File: src/rtl/grey_digit_monitor.sv
// Decodes a two-digit 10-state grey counter, checks that it only moves by legal steps,
// and drives a two-digit multiplexed seven-segment display from the decoded value.
module grey_digit_monitor #(
  parameter int unsigned REFRESH_DIV = 256
) (
  input  logic       i_clk,
  input  logic       i_rst,
  input  logic [4:0] i_ones,
  input  logic [4:0] i_tens,
  input  logic       i_clr_err,
  output logic [7:0] o_bcd,
  output logic       o_chg,
  output logic       o_err,
  output logic [3:0] o_err_cnt,
  output logic [6:0] o_seg,
  output logic [1:0] o_dig,
  output logic [1:0] o_state
);

  typedef enum logic [1:0] {
    ST_PRIME = 2'd0,
    ST_TRACK = 2'd1,
    ST_FAULT = 2'd2
  } state_t;

  localparam logic [15:0] SCAN_LAST = 16'(REFRESH_DIV - 1);

  function automatic logic [3:0] grey_dec(input logic [4:0] code);
    case (code)
      5'b00000: grey_dec = 4'd0;
      5'b00001: grey_dec = 4'd1;
      5'b00011: grey_dec = 4'd2;
      5'b00010: grey_dec = 4'd3;
      5'b00110: grey_dec = 4'd4;
      5'b00100: grey_dec = 4'd5;
      5'b01100: grey_dec = 4'd6;
      5'b01000: grey_dec = 4'd7;
      5'b11000: grey_dec = 4'd8;
      5'b10000: grey_dec = 4'd9;
      default:  grey_dec = 4'hF;
    endcase
  endfunction

  function automatic logic [6:0] seg_enc(input logic [3:0] nib);
    case (nib)
      4'd0:    seg_enc = 7'h3F;
      4'd1:    seg_enc = 7'h06;
      4'd2:    seg_enc = 7'h5B;
      4'd3:    seg_enc = 7'h4F;
      4'd4:    seg_enc = 7'h66;
      4'd5:    seg_enc = 7'h6D;
      4'd6:    seg_enc = 7'h7D;
      4'd7:    seg_enc = 7'h07;
      4'd8:    seg_enc = 7'h7F;
      4'd9:    seg_enc = 7'h6F;
      default: seg_enc = 7'h40;
    endcase
  endfunction

  state_t      state, state_nxt;
  logic [4:0]  smp_ones, smp_tens, prev_ones, prev_tens;
  logic        smp_vld;
  logic [15:0] scan_cnt, scan_nxt;
  logic [7:0]  bcd_nxt;
  logic        chg_nxt, err_nxt, scan_last;
  logic [3:0]  cnt_nxt;
  logic [6:0]  seg_nxt;
  logic [1:0]  dig_nxt;

  // Raw input sample plus the previous accepted sample it is checked against.
  always_ff @(posedge i_clk or posedge i_rst) begin
    if (i_rst) begin
      smp_ones  <= 5'd0;
      smp_tens  <= 5'd0;
      smp_vld   <= 1'b0;
      prev_ones <= 5'd0;
      prev_tens <= 5'd0;
    end else begin
      smp_ones <= i_ones;
      smp_tens <= i_tens;
      smp_vld  <= 1'b1;
      if (smp_vld) begin
        prev_ones <= smp_ones;
        prev_tens <= smp_tens;
      end
    end
  end

  logic [3:0] dec_o, dec_t, pd_o, pd_t, pd_t_inc;
  logic       hold, all_legal, step_ones, wrap_tens, to_zero, seq_err;

  assign dec_o     = grey_dec(smp_ones);
  assign dec_t     = grey_dec(smp_tens);
  assign pd_o      = grey_dec(prev_ones);
  assign pd_t      = grey_dec(prev_tens);
  assign pd_t_inc  = (pd_t == 4'd9) ? 4'd0 : pd_t + 4'd1;
  assign hold      = (smp_ones == prev_ones) && (smp_tens == prev_tens);
  assign all_legal = (dec_o != 4'hF) && (dec_t != 4'hF) && (pd_o != 4'hF) && (pd_t != 4'hF);
  assign step_ones = all_legal && (pd_o != 4'd9) && (dec_o == pd_o + 4'd1) && (dec_t == pd_t);
  assign wrap_tens = all_legal && (pd_o == 4'd9) && (dec_o == 4'd0) && (dec_t == pd_t_inc);
  // A restart to 00 is accepted even when the previous sample held an illegal code.
  assign to_zero   = (dec_o == 4'd0) && (dec_t == 4'd0);
  assign seq_err   = smp_vld && (state != ST_PRIME) && !(hold || step_ones || wrap_tens || to_zero);

  always_ff @(posedge i_clk or posedge i_rst) begin
    if (i_rst) state <= ST_PRIME;
    else       state <= state_nxt;
  end

  always_comb begin
    state_nxt = state;
    case (state)
      ST_PRIME: if (smp_vld) state_nxt = ST_TRACK;
      ST_TRACK: if (seq_err) state_nxt = ST_FAULT;
      ST_FAULT: if (i_clr_err && !seq_err) state_nxt = ST_TRACK;
      default:  state_nxt = ST_PRIME;
    endcase
  end

  always_comb begin
    bcd_nxt = o_bcd;
    err_nxt = o_err;
    cnt_nxt = o_err_cnt;
    if (smp_vld) bcd_nxt = {dec_t, dec_o};
    chg_nxt = (bcd_nxt != o_bcd);
    // An error on the clearing edge wins, leaving a count of exactly one.
    if (seq_err) begin
      err_nxt = 1'b1;
      if (i_clr_err)                cnt_nxt = 4'd1;
      else if (o_err_cnt != 4'hF)   cnt_nxt = o_err_cnt + 4'd1;
    end else if (i_clr_err) begin
      err_nxt = 1'b0;
      cnt_nxt = 4'd0;
    end
    scan_last = (scan_cnt == SCAN_LAST);
    scan_nxt  = scan_last ? 16'd0 : scan_cnt + 16'd1;
    dig_nxt   = scan_last ? {o_dig[0], o_dig[1]} : o_dig;
    seg_nxt   = seg_enc(dig_nxt[0] ? o_bcd[3:0] : o_bcd[7:4]);
  end

  always_ff @(posedge i_clk or posedge i_rst) begin
    if (i_rst) begin
      o_bcd     <= 8'h00;
      o_chg     <= 1'b0;
      o_err     <= 1'b0;
      o_err_cnt <= 4'd0;
      o_seg     <= 7'h00;
      o_dig     <= 2'b01;
      scan_cnt  <= 16'd0;
    end else begin
      o_bcd     <= bcd_nxt;
      o_chg     <= chg_nxt;
      o_err     <= err_nxt;
      o_err_cnt <= cnt_nxt;
      o_seg     <= seg_nxt;
      o_dig     <= dig_nxt;
      scan_cnt  <= scan_nxt;
    end
  end

  assign o_state = state;

endmodule

File: config.mk
export PLATFORM = sky130hd
export DESIGN_NAME = grey_digit_monitor
export DESIGN_NICKNAME = d
export VERILOG_FILES = /design/src/rtl/grey_digit_monitor.sv
export SDC_FILE = /design/constraint.sdc
export NUM_CORES = 1
export LEC_CHECK = 0
export CORE_ASPECT_RATIO = 1.25
export CORE_UTILIZATION = 55
export DETAILED_ROUTE_END_ITERATION = 7
export HOLD_SLACK_MARGIN = 0.05
export PLACE_DENSITY_LB_ADDON = 0.12
export SYNTH_ARGS = -nofsm -noshare
export SYNTH_HDL_FRONTEND = slang
export SYNTH_SLANG_ARGS = --single-unit
export TNS_END_PERCENT = 20
File: constraint.sdc
create_clock -name i_clk -period 3.4 [get_ports i_clk]
set_input_delay 0.68 -clock i_clk [delete_from_list [all_inputs] [get_ports i_clk]]
set_output_delay 0.68 -clock i_clk [all_outputs]
set_load 0.03 [all_outputs]
== After elaboration in Yosys (flattened, before gate mapping) ==
Memories as Yosys holds them, arrays and structs flattened. A register that Yosys moved wholly into a read port is not among the register bits.
Cells that the tools add are included.

* Register bits: 55
* Latch bits: 0
* Bits in writable memories: 0
* ROM bits: 624
* Bits of input ports: 13
* Output and inout port bits: 25
* Memories kept: 5

{| class="wikitable"
|+ Memory list
! name !! words !! width !! rd ports !! clocked after memory_dff !! write ports !! RTL line !! text
|-
| (name not given) || 32 || 4 || 1 || 0 || 0 || 29 || <nowiki>case (code)</nowiki>
|-
| (name not given) || 32 || 4 || 1 || 0 || 0 || 29 ||
|-
| (name not given) || 32 || 4 || 1 || 0 || 0 || 29 ||
|-
| (name not given) || 32 || 4 || 1 || 0 || 0 || 29 ||
|-
| (name not given) || 16 || 7 || 1 || 1 || 0 || 45 || <nowiki>case (nib)</nowiki>
|}

* $add $sub $neg: 4
* Multipliers: 0
* Divide/modulo/power cells: 0
* $lt $le $gt $ge: 0
* Equality and inequality tests: 20
* Shifts and indexed selects: 0
* Mux-type cells: 15
* Bitwise gates (word level): 0
* Reductions and logical operators: 27

{| class="wikitable"
|+ Operator list
! kind !! number
|-
| two-way mux 4 bit || 6
|-
| inequality test 4 bit, second input constant || 6
|-
| adder 16 x 1 -> 16 bit, second input constant || 1
|-
| == test 16 x 8 -> 1 bit, second input constant || 1
|-
| two-way mux 16 bit || 1
|-
| logical AND 1 bit || 14
|-
| adder 4 x 1 -> 4 bit, second input constant || 3
|-
| == test 4 bit || 3
|-
| == test 5 bit || 2
|-
| == test 4 bit, second input constant || 2
|-
| logical NOT 4 bit || 2
|-
| two-way mux 8 bit || 1
|-
| inequality test 8 bit || 1
|-
| two-way mux 2 bit || 3
|-
| inequality test 2 bit, second input constant || 3
|-
| case mux 2 bit (3 select lines) || 1
|-
| nonzero test 2 bit || 3
|-
| logical OR 1 bit || 3
|-
| two-way mux 1 bit || 3
|-
| AND reduction 3 bit || 1
|-
| == test 2 x 1 -> 1 bit, second input constant || 1
|-
| == test 2 bit, second input constant || 1
|-
| logical NOT 1 bit || 2
|-
| logical NOT 2 bit || 1
|-
| AND reduction 2 bit || 1
|}

== Longest topological paths before layout ==
Gate-level depths: netlist (run 1).
An unclocked memory read counts as a cell.

* Word-level depth: 17
* Gate-level depth with buffers: 15
* Gate-level depth less buffers: 14

== Worst setup path after synthesis (run 1) ==
OpenSTA, ideal clock, no wires.

* Path kind: reg-to-reg
* Start point: register prev_ones[0]
* End point: register o_err_cnt[3]
* Arrival: 2920 ps
* Slack: 355 ps
* Cell stages (with the launch flop): 15
* Buffers on the path: 1
* Period minus slack after synthesis: 3045 ps
* Path through: dfrtp_1 -> inv_1 -> ha_1 -> nand2_1 -> o32ai_1 -> inv_1 -> ha_1 -> o211ai_1 -> o2111ai_1 -> a211oi_1 -> nand4_1 -> or3_1 -> buf_6 -> nand4_1 -> mux2_2

* Longest elaborated chain between the ends: 14

{| class="wikitable"
|+ RTL lines
! item !! RTL line !! text
|-
| from (decl) || 61 || <nowiki>logic [4:0] smp_ones, smp_tens, prev_ones, prev_tens;</nowiki>
|-
| from (signal assigned) || 83 || <nowiki>prev_ones <= smp_ones;</nowiki>
|-
| parallel branches: the longest is 8 deep, another holds memory (32 x 4 bit) || n/a ||
|-
| logical OR 1 bit * (2 in series) || 103 || <nowiki>assign seq_err = smp_vld && (state != ST_PRIME) && !(hold || step_ones || wrap_tens || to_zero);</nowiki>
|-
| logical NOT 1 bit * || 103 ||
|-
| logical AND 1 bit * || 103 ||
|-
| nonzero test 2 bit (no source line) || n/a ||
|-
| AND reduction 2 bit (no source line) || n/a ||
|-
| to (signal assigned) || 154 || <nowiki>o_err_cnt <= cnt_nxt;</nowiki>
|-
| to (decl) || 14 || <nowiki>output logic [3:0] o_err_cnt,</nowiki>
|}

Mark *: on every way between the ends.
A chain may end at the register's enable or synchronous reset.

== Worst setup path in the final report (run 1) ==
Same ends and word-level chain as after synthesis.

==> impl_metrics.yaml, run 1 <==
timing:
  skew_ns: 0.00806
  worst_pin_slew_ns: 0.770
  slew_viol_final: 0
  finalCriticalPeriod_ns: 3.14
  finalCritPeriodShare: 0.923
  worst_slack_ns: 0.262
  clock.fmax_mhz: 319
  hold_violations: 0
  slew_headroom: 0.486
  fin_setup_tns_ns: 0
  setup_viol_count_final: 0
  rsz0062_at_grt: "no"
power_and_ir_drop:
  pwr_density_cell_mw_per_mm2: 460
  vdd_ir_drop_max_mv: 0.277
  power_mw: 1.96
  leakagePower_nw: 1.85
logic_synthesis:
  yosysSeqAreaShare: 0.429
  synth.net_count: 398
  synth_top_flop_cell: "dfrtp_1"
  async_flop_share: 1.00
  synth_edf_count: 0
  netlist_area_mm2: 0.00362
  yosysUniqueCellTypes: 58
  syn_inst: 367
  synth.avg_cell_area_um2: 9.85
  synth_warnings: 0
  synth-seq-cells: 62
routing:
  wl_mm: 7.09
  initialDrtViolationCount: 102
  firstDrtPassIters: 4
  drc: 0
  via_per_inst: 5.49
  route.vias.total: 2735
  ant_nets: 0
  wl_per_cell_um: 14.2
global_routing:
  grt_max_degree: 39
  antenna_found_initial: 0
  grt_pass1_vias: 2685
  grt_pass1_wl_mm: 12.0
  grt-ovfl-total: 0
  grtUsageTotal: 0.227
worst_setup_path:
  max_stage_delay_ns: 0.46
  cp_cell_sequence: "inv_1, ha_1, nand2_1, o32ai_2, inv_1, ha_1, o211ai_1, o2111ai_1, a211oi_2, nand4_1, or3_4, nand4_1, mux2_2"
  end_kind: "register"
  critPathRequiredTime_ns: 3.62
  worst_path_max_delay_cell: "or3_4"
  critPathLaunchType: "register"
  timing.rr.start: "prev_ones[0]"
  r2r-end: "o_err_cnt[3]"
  rrSetupSlack_ns: 0.26
  cp_max_fo: 7
  cp.arrival_ns: 3.36
  worstSetupStartpoint: "prev_ones[0]"
  path_class: "register to register"
  rr_worst_depth: 13
  endpoint: "o_err_cnt[3]"
floorplanning:
  start_util: 0.579
  die-area_mm2: 0.00691
  die_w_um: 74.5
  die_y_um: 92.7
  core_mm2: 0.00625
  num_rows: 32
  pin_count: 38
final_layout:
  drive_above_1_share: 0.128
  fin_nets: 439
  utilization: 0.681
  antennaDiodeCount: 0
  synthToLayoutAreaGrowth_pct: 17.7
clocking:
  cts_tree: "built"
  htreeDepth: 3
  cts_hold_buf: 0
  cts_buffers: 9
  path_clk_slew_ns: 0.07
  clock_sinks: 62
  clk_latency_ns: 0.33
  cts-root-buf: "clkbuf_8"
  clockBufferDepth: 2
placed_design:
  port_buffers: 37
  gp_congestion: 0.977
  dpl.hpwl_mm: 5.25
  dp_slack_ns: 0.0632
min_path:
  hp-start: "scan_cnt[0]"
  hp-class: "register to register"
run_status:
  status: "complete, no violations"
job:
  cap_violations: 0
cells in the mapped netlist, drive strengths merged, types with 2 or more instances:
cell | n | area, µm²
a21oi | 21 | 113
a311oi | 5 | 67.6
a31oi | 5 | 31.3
a32oi | 2 | 17.5
and2 | 2 | 15.0
and3 | 7 | 43.8
buf | 10 | 55.1
clkbuf | 7 | 27.5
dfrtp | 61 | 1530
ha | 18 | 225
inv | 24 | 90.1
mux2 | 13 | 146
mux2i | 6 | 63.8
nand2 | 27 | 101
nand2b | 2 | 12.5
nand3 | 12 | 60.1
nand4 | 4 | 25.0
nor2 | 19 | 71.3
nor2b | 10 | 62.6
nor3 | 5 | 30.0
nor3b | 3 | 22.5
nor4 | 7 | 43.8
o2111ai | 2 | 17.5
o21ai | 21 | 109
o22ai | 4 | 25.0
or2 | 4 | 25.0
or3 | 4 | 25.0
xnor2 | 22 | 193
xor2 | 24 | 210
cell usage in the layout, fill, tap and decap left out, types with 2 or more instances in the layout:
master,netlist,layout
a21oi_1,19,19
a21oi_2,2,2
a311oi_1,3,3
a31oi_1,5,5
a32oi_1,2,2
and3_1,7,7
buf_4,0,10
clkbuf_1,6,4
clkbuf_8,0,9
clkdlybuf4s50_1,0,37
clkinv_2,0,3
dfrtp_1,61,61
ha_1,18,18
inv_1,23,22
inv_2,1,2
mux2_2,13,13
mux2i_1,5,5
nand2_1,27,27
nand2b_1,2,2
nand3_1,12,12
nand4_1,4,4
nor2_1,19,19
nor2b_1,10,10
nor3_1,4,4
nor3b_1,3,3
nor4_1,7,7
o2111ai_1,2,2
o21ai_0,18,18
o21ai_1,2,2
o22ai_1,4,4
or2_1,3,3
or3_1,4,3
xnor2_1,22,22
xor2_1,24,24
timing repair:
| action | CTS | global route |
|---|---|---|
| buffers inserted | 0 | 2 |
| setup endpoints to repair | 0 | 7 |
| resized for setup | 0 | 3 |
cell families (layout without fill, tap and decap cells):
logic type	after synthesis	count (layout)	share of synthesized area
AND/OR/NAND/NOR	109	109	0.156
multiplexers	19	19	0.0581
XOR/XNOR	46	46	0.111
adder cells (fa/ha/maj)	18	18	0.0623
AO/OA/AOI/OAI	71	71	0.134
flip-flops	62	62	0.429
other	1	1	0.00104
buffers and inverters	41	87	0.0477
worst max-delay path: cells and delay by family (launching register included):
kind | cells | cell delay (ns)
AND/OR/NAND/NOR | 4 | 0.80
flip-flops | 1 | 0.40
AO/OA/AOI/OAI | 4 | 0.79
multiplexers | 1 | 0.33
adder cells (fa/ha/maj) | 2 | 0.46
buffers and inverters | 2 | 0.22
metrics by stage:
stage | cell area, µm² | instances | hold WS [ns]
floorplan | 3620 | 367 | 0.446
global placement | 4070 | 480 | 0.461
detailed placement | 4070 | 480 | 0.473
CTS | 4220 | 496 | 0.484
global route | 4260 | 498 | 0.504
finish | 4260 | 498 | 0.482
layer usage:
layer,vias up,global-route usage,share of wire
met2,41,0.378,0.51
met1,1314,0.274,0.43
met3,23,0.0348,0.020
li1,1357,-,-
met4,0,0.124,0.040
met5,-,0,0
registers in the layout (all words and copies together) (netlist names):
register   flops
prev_ones      5
o_chg          1
o_dig          2
smp_tens       5
smp_vld        1
scan_cnt      16
o_err_cnt      4
o_err          1
o_state        2
smp_ones       5
o_bcd          8
o_seg          7
prev_tens      5
worst min path at each step:
| stage | cells past startpoint | slack, ns | endpoint |
|---|---|---|---|
| 2_1_floorplan | 1 | 0.45 | scan_cnt[4] |
| 3_3_place_gp | 1 | 0.46 | scan_cnt[4] |
| 3_5_place_dp | 1 | 0.47 | scan_cnt[15] |
| 4_1_cts | 1 | 0.48 | scan_cnt[15] |
| 5_1_grt | 1 | 0.50 | scan_cnt[4] |
| 6_report | 1 | 0.48 | scan_cnt[0] |
power breakdown:
| part | internal, mW | total [mW] | switching [mW] |
|---|---|---|---|
| Combinational | 0.246 | 0.544 | 0.298 |
| Sequential | 0.800 | 0.887 | 0.0870 |
| Clock | 0.262 | 0.525 | 0.264 |
layout make-up:
class                      instances  area (µm²)
clock buffer                      13         139
clock inverter                     3        15.0
fill                             522        1990
inverter                          24        90.1
multi-input combinational        264        1910
sequential                        62        1550
tap                               85         106
timing repair buffer              47         445
(Power assumes the default switching activity.)
==> run 2: changes to the inputs <==
- ABC_AREA: default -> 1
- MAX_ROUTING_LAYER: default -> met4
==> run 2 against run 1 <==
Compared with the run above:
- flip-flop and latch count is the same
- clock power grew 34%
- routed wire length grew 3.7%
- cell count grew 27%
- via count grew 17%
- synthesized cell count grew 34%
==> impl_metrics.yaml, run 2 <==
floorplanning:
  num_rows: 33
  die_y_um: 94.6
  die_w_um: 76.1
  core_mm2: 0.00661
  pin_count: 38
  die-area_mm2: 0.00719
  start_util: 0.571
logic_synthesis:
  netlist_area_mm2: 0.00377
  synth.avg_cell_area_um2: 7.65
  synth_top_cell_by_area: "dfrtp_1"
  syn_inst: 493
  yosysUniqueCellTypes: 43
  async_flop_share: 1.00
  synth_warnings: 0
  synth_top_area_frac: 0.405
  synth_most_common_cell: "nand2_1"
  synth_commonest_cells: "nand2_1 (147), dfrtp_1 (61), inv_1 (58)"
  synth-seq-cells: 62
  synth_top_flop_cell: "dfrtp_1"
  yosysSeqAreaShare: 0.412
  synthTopCellsByArea: "dfrtp_1 (40%), nand2_1 (15%), ha_1 (6.0%), inv_1 (5.8%), nor2_1 (4.0%)"
  synth_edf_count: 0
  synth.net_count: 524
clocking:
  path_clk_slew_ns: 0.07
  clk_latency_ns: 0.33
  clock_sinks: 62
  clockBufferDepth: 2
  cts-root-buf: "clkbuf_8"
  htreeDepth: 3
  ctsResizeCount: 0
  cts_tree: "built"
  cts_hold_buf: 0
  cts_buffers: 9
  cts_setup_buffers: 0
min_path:
  hp-start: "scan_cnt[0]"
  hold_depth: 1
  hp-class: "register to register"
final_layout:
  layout_commonest_cell: "nand2_1"
  fin_nets: 572
  finalInstanceArea_mm2: 0.00448
  layout_common_cells: "nand2_1 (147), dfrtp_1 (61), inv_1 (57)"
  largestRegisters: "scan_cnt x16, o_bcd x8, o_seg x7"
  antennaDiodeCount: 0
  synthToLayoutAreaGrowth_pct: 18.7
  regMostFlops: "scan_cnt"
  largest_reg_flops: 16
  fill_cells: 584
  drive_above_1_share: 0.108
timing:
  skew_ns: 0.00819
  fin_setup_tns_ns: 0
  slew_headroom: 0.394
  slew_viol_final: 0
  hold_violations: 0
  clock.fmax_mhz: 394
  finalCritPeriodShare: 0.747
  finalCriticalPeriod_ns: 2.54
  worst_pin_slew_ns: 0.908
  setup_viol_count_final: 0
  rsz0062_at_grt: "no"
worst_setup_path:
  critPathRequiredTime_ns: 3.68
  cp_cell_sequence: "ha_1, nand2_2, nor2_4, nand3_4, nor2_4, nand2_4, clkinv_8, o21ai_4, nand2_1, o21ai_1, inv_1, ha_1, or2_1, o21ai_0, nand2_1, nand2_1"
  crit_top_cell: "nand2_1"
  timing.rr.start: "scan_cnt[0]"
  end_kind: "register"
  cp.arrival_ns: 2.82
  max_stage_delay_ns: 0.39
  cp_top_family: "simple AND/OR/NAND/NOR gates"
  worstSetupStartpoint: "scan_cnt[0]"
  cp_num_cells: 16
  worst-path-buf-inv: 2
  rr_worst_depth: 16
  path_class: "register to register"
  worst_path_max_delay_cell: "dfrtp_1"
  cp_max_fo: 9
  critPathLaunchType: "register"
global_routing:
  grtUsageTotal: 0.236
  grt_max_degree: 47
  antenna_found_initial: 0
  grt_pass1_wl_mm: 13.0
  grt_pass1_vias: 3092
  grt-ovfl-total: 0
power_and_ir_drop:
  leakagePower_nw: 2.29
  pwr_density_cell_mw_per_mm2: 487
  p_switching_mw: 0.716
  clkPwrFrac: 0.322
  p_seq_frac: 0.398
  intPower_mw: 1.47
  swShare: 0.328
  p_comb_frac: 0.280
  vdd_ir_drop_max_mv: 0.341
routing:
  via_per_inst: 5.08
  route.vias.total: 3213
  wl_per_cell_um: 11.6
  initialDrtViolationCount: 120
  drc: 0
  wl_mm: 7.35
  ant_nets: 0
  firstDrtPassIters: 4
placed_design:
  gp_congestion: 0.921
  place_area_mm2: 0.00426
  dpl.hpwl_mm: 5.63
  port_buffers: 37
job:
  cap_violations: 0
run_status:
  status: "complete, no violations"
-- run 2: cell types whose count changed in the layout (fill, tap and decap cells not counted), moves of 6 or more --
cell	previous run	this run
nor2b_1	10	0
a21oi_1	19	12
nand3_1	12	25
buf_4	10	3
nor2_1	19	40
mux2_2	13	0
inv_2	2	15
nand2_1	27	147
o21ai_0	18	27
inv_1	22	57
and3_1	7	1
xor2_1	24	15
o21ai_1	2	9
xnor2_1	22	3
-- run 2: cells by family (layout without fill, tap and decap cells) --
logic type / count (synthesis) / count (layout) / share of synthesized area
simple gates: 250 / 250 / 0.297
buf+inv: 78 / 131 / 0.0829
compound gates: 66 / 66 / 0.106
flops: 62 / 62 / 0.412
fa+ha+maj: 18 / 18 / 0.0597
xor+xnor: 18 / 18 / 0.0418
other cells: 1 / 1 / 0.000994
-- run 2: layer usage --
metal | track usage | part of all wire
met2 | 0.402 | 0.50
met5 | - | 0
met1 | 0.259 | 0.44
met3 | 0.0357 | 0.029
met4 | 0.157 | 0.036
-- run 2: power by group through the flow --
stage / clock network, mW / registers, mW / logic [mW]
2_1_floorplan: 0 / 0.967 / 0.325
3_3_place_gp: 0 / 0.881 / 0.597
3_5_place_dp: 0 / 0.882 / 0.609
4_1_cts: 0.721 / 0.868 / 0.612
5_1_grt: 0.750 / 0.879 / 0.690
6_report: 0.703 / 0.869 / 0.610
-- run 2: area by class of cell --
| type | instances | area [µm²] | area share |
|---|---|---|---|
| timing repair buffer | 40 | 393 | 0.0878 |
| sequential | 62 | 1550 | 0.347 |
| clock inverter | 4 | 70.1 | 0.0157 |
| tap | 87 | 109 | 0.0243 |
| inverter | 75 | 302 | 0.0674 |
| clock buffer | 12 | 145 | 0.0324 |
| multi-input combinational | 353 | 1910 | 0.426 |
-- run 2: through the flow --
step | hold slack [ns] | utilization | setup WS, ns | power [mW] | cells
6_report | 0.456 | 0.678 | 0.862 | 2.18 | 633
5_1_grt | 0.474 | 0.678 | 0.500 | 2.32 | 633
3_3_place_gp | 0.441 | 0.645 | 0.939 | 1.48 | 617
3_5_place_dp | 0.448 | 0.645 | 0.878 | 1.49 | 617
4_1_cts | 0.457 | 0.678 | 0.833 | 2.20 | 633
2_1_floorplan | 0.429 | - | 1.07 | 1.29 | 493
-- run 2: path summary, 6_finish.rpt --
check,to,slack [ns]
setup / recovery,o_seg[0],0.86
hold reg to reg,scan_cnt[0],0.46
hold / removal,scan_cnt[0],0.46
max in group asynchronous,o_bcd[3],1.85
min in group asynchronous,scan_cnt[12],0.86
setup reg to reg,o_seg[0],0.86
-- run 2: worst register-to-register path: stages, from the launching register on --
cell and delay, ns:
dfrtp_1 0.39, ha_1 0.24, nand2_2 0.09, nor2_4 0.05, nand3_4 0.07, nor2_4 0.05
nand2_4 0.13, clkinv_8 0.09, o21ai_4 0.30, nand2_1 0.08, o21ai_1 0.21, inv_1 0.16
ha_1 0.20, or2_1 0.23, o21ai_0 0.07, nand2_1 0.07, nand2_1 0.06
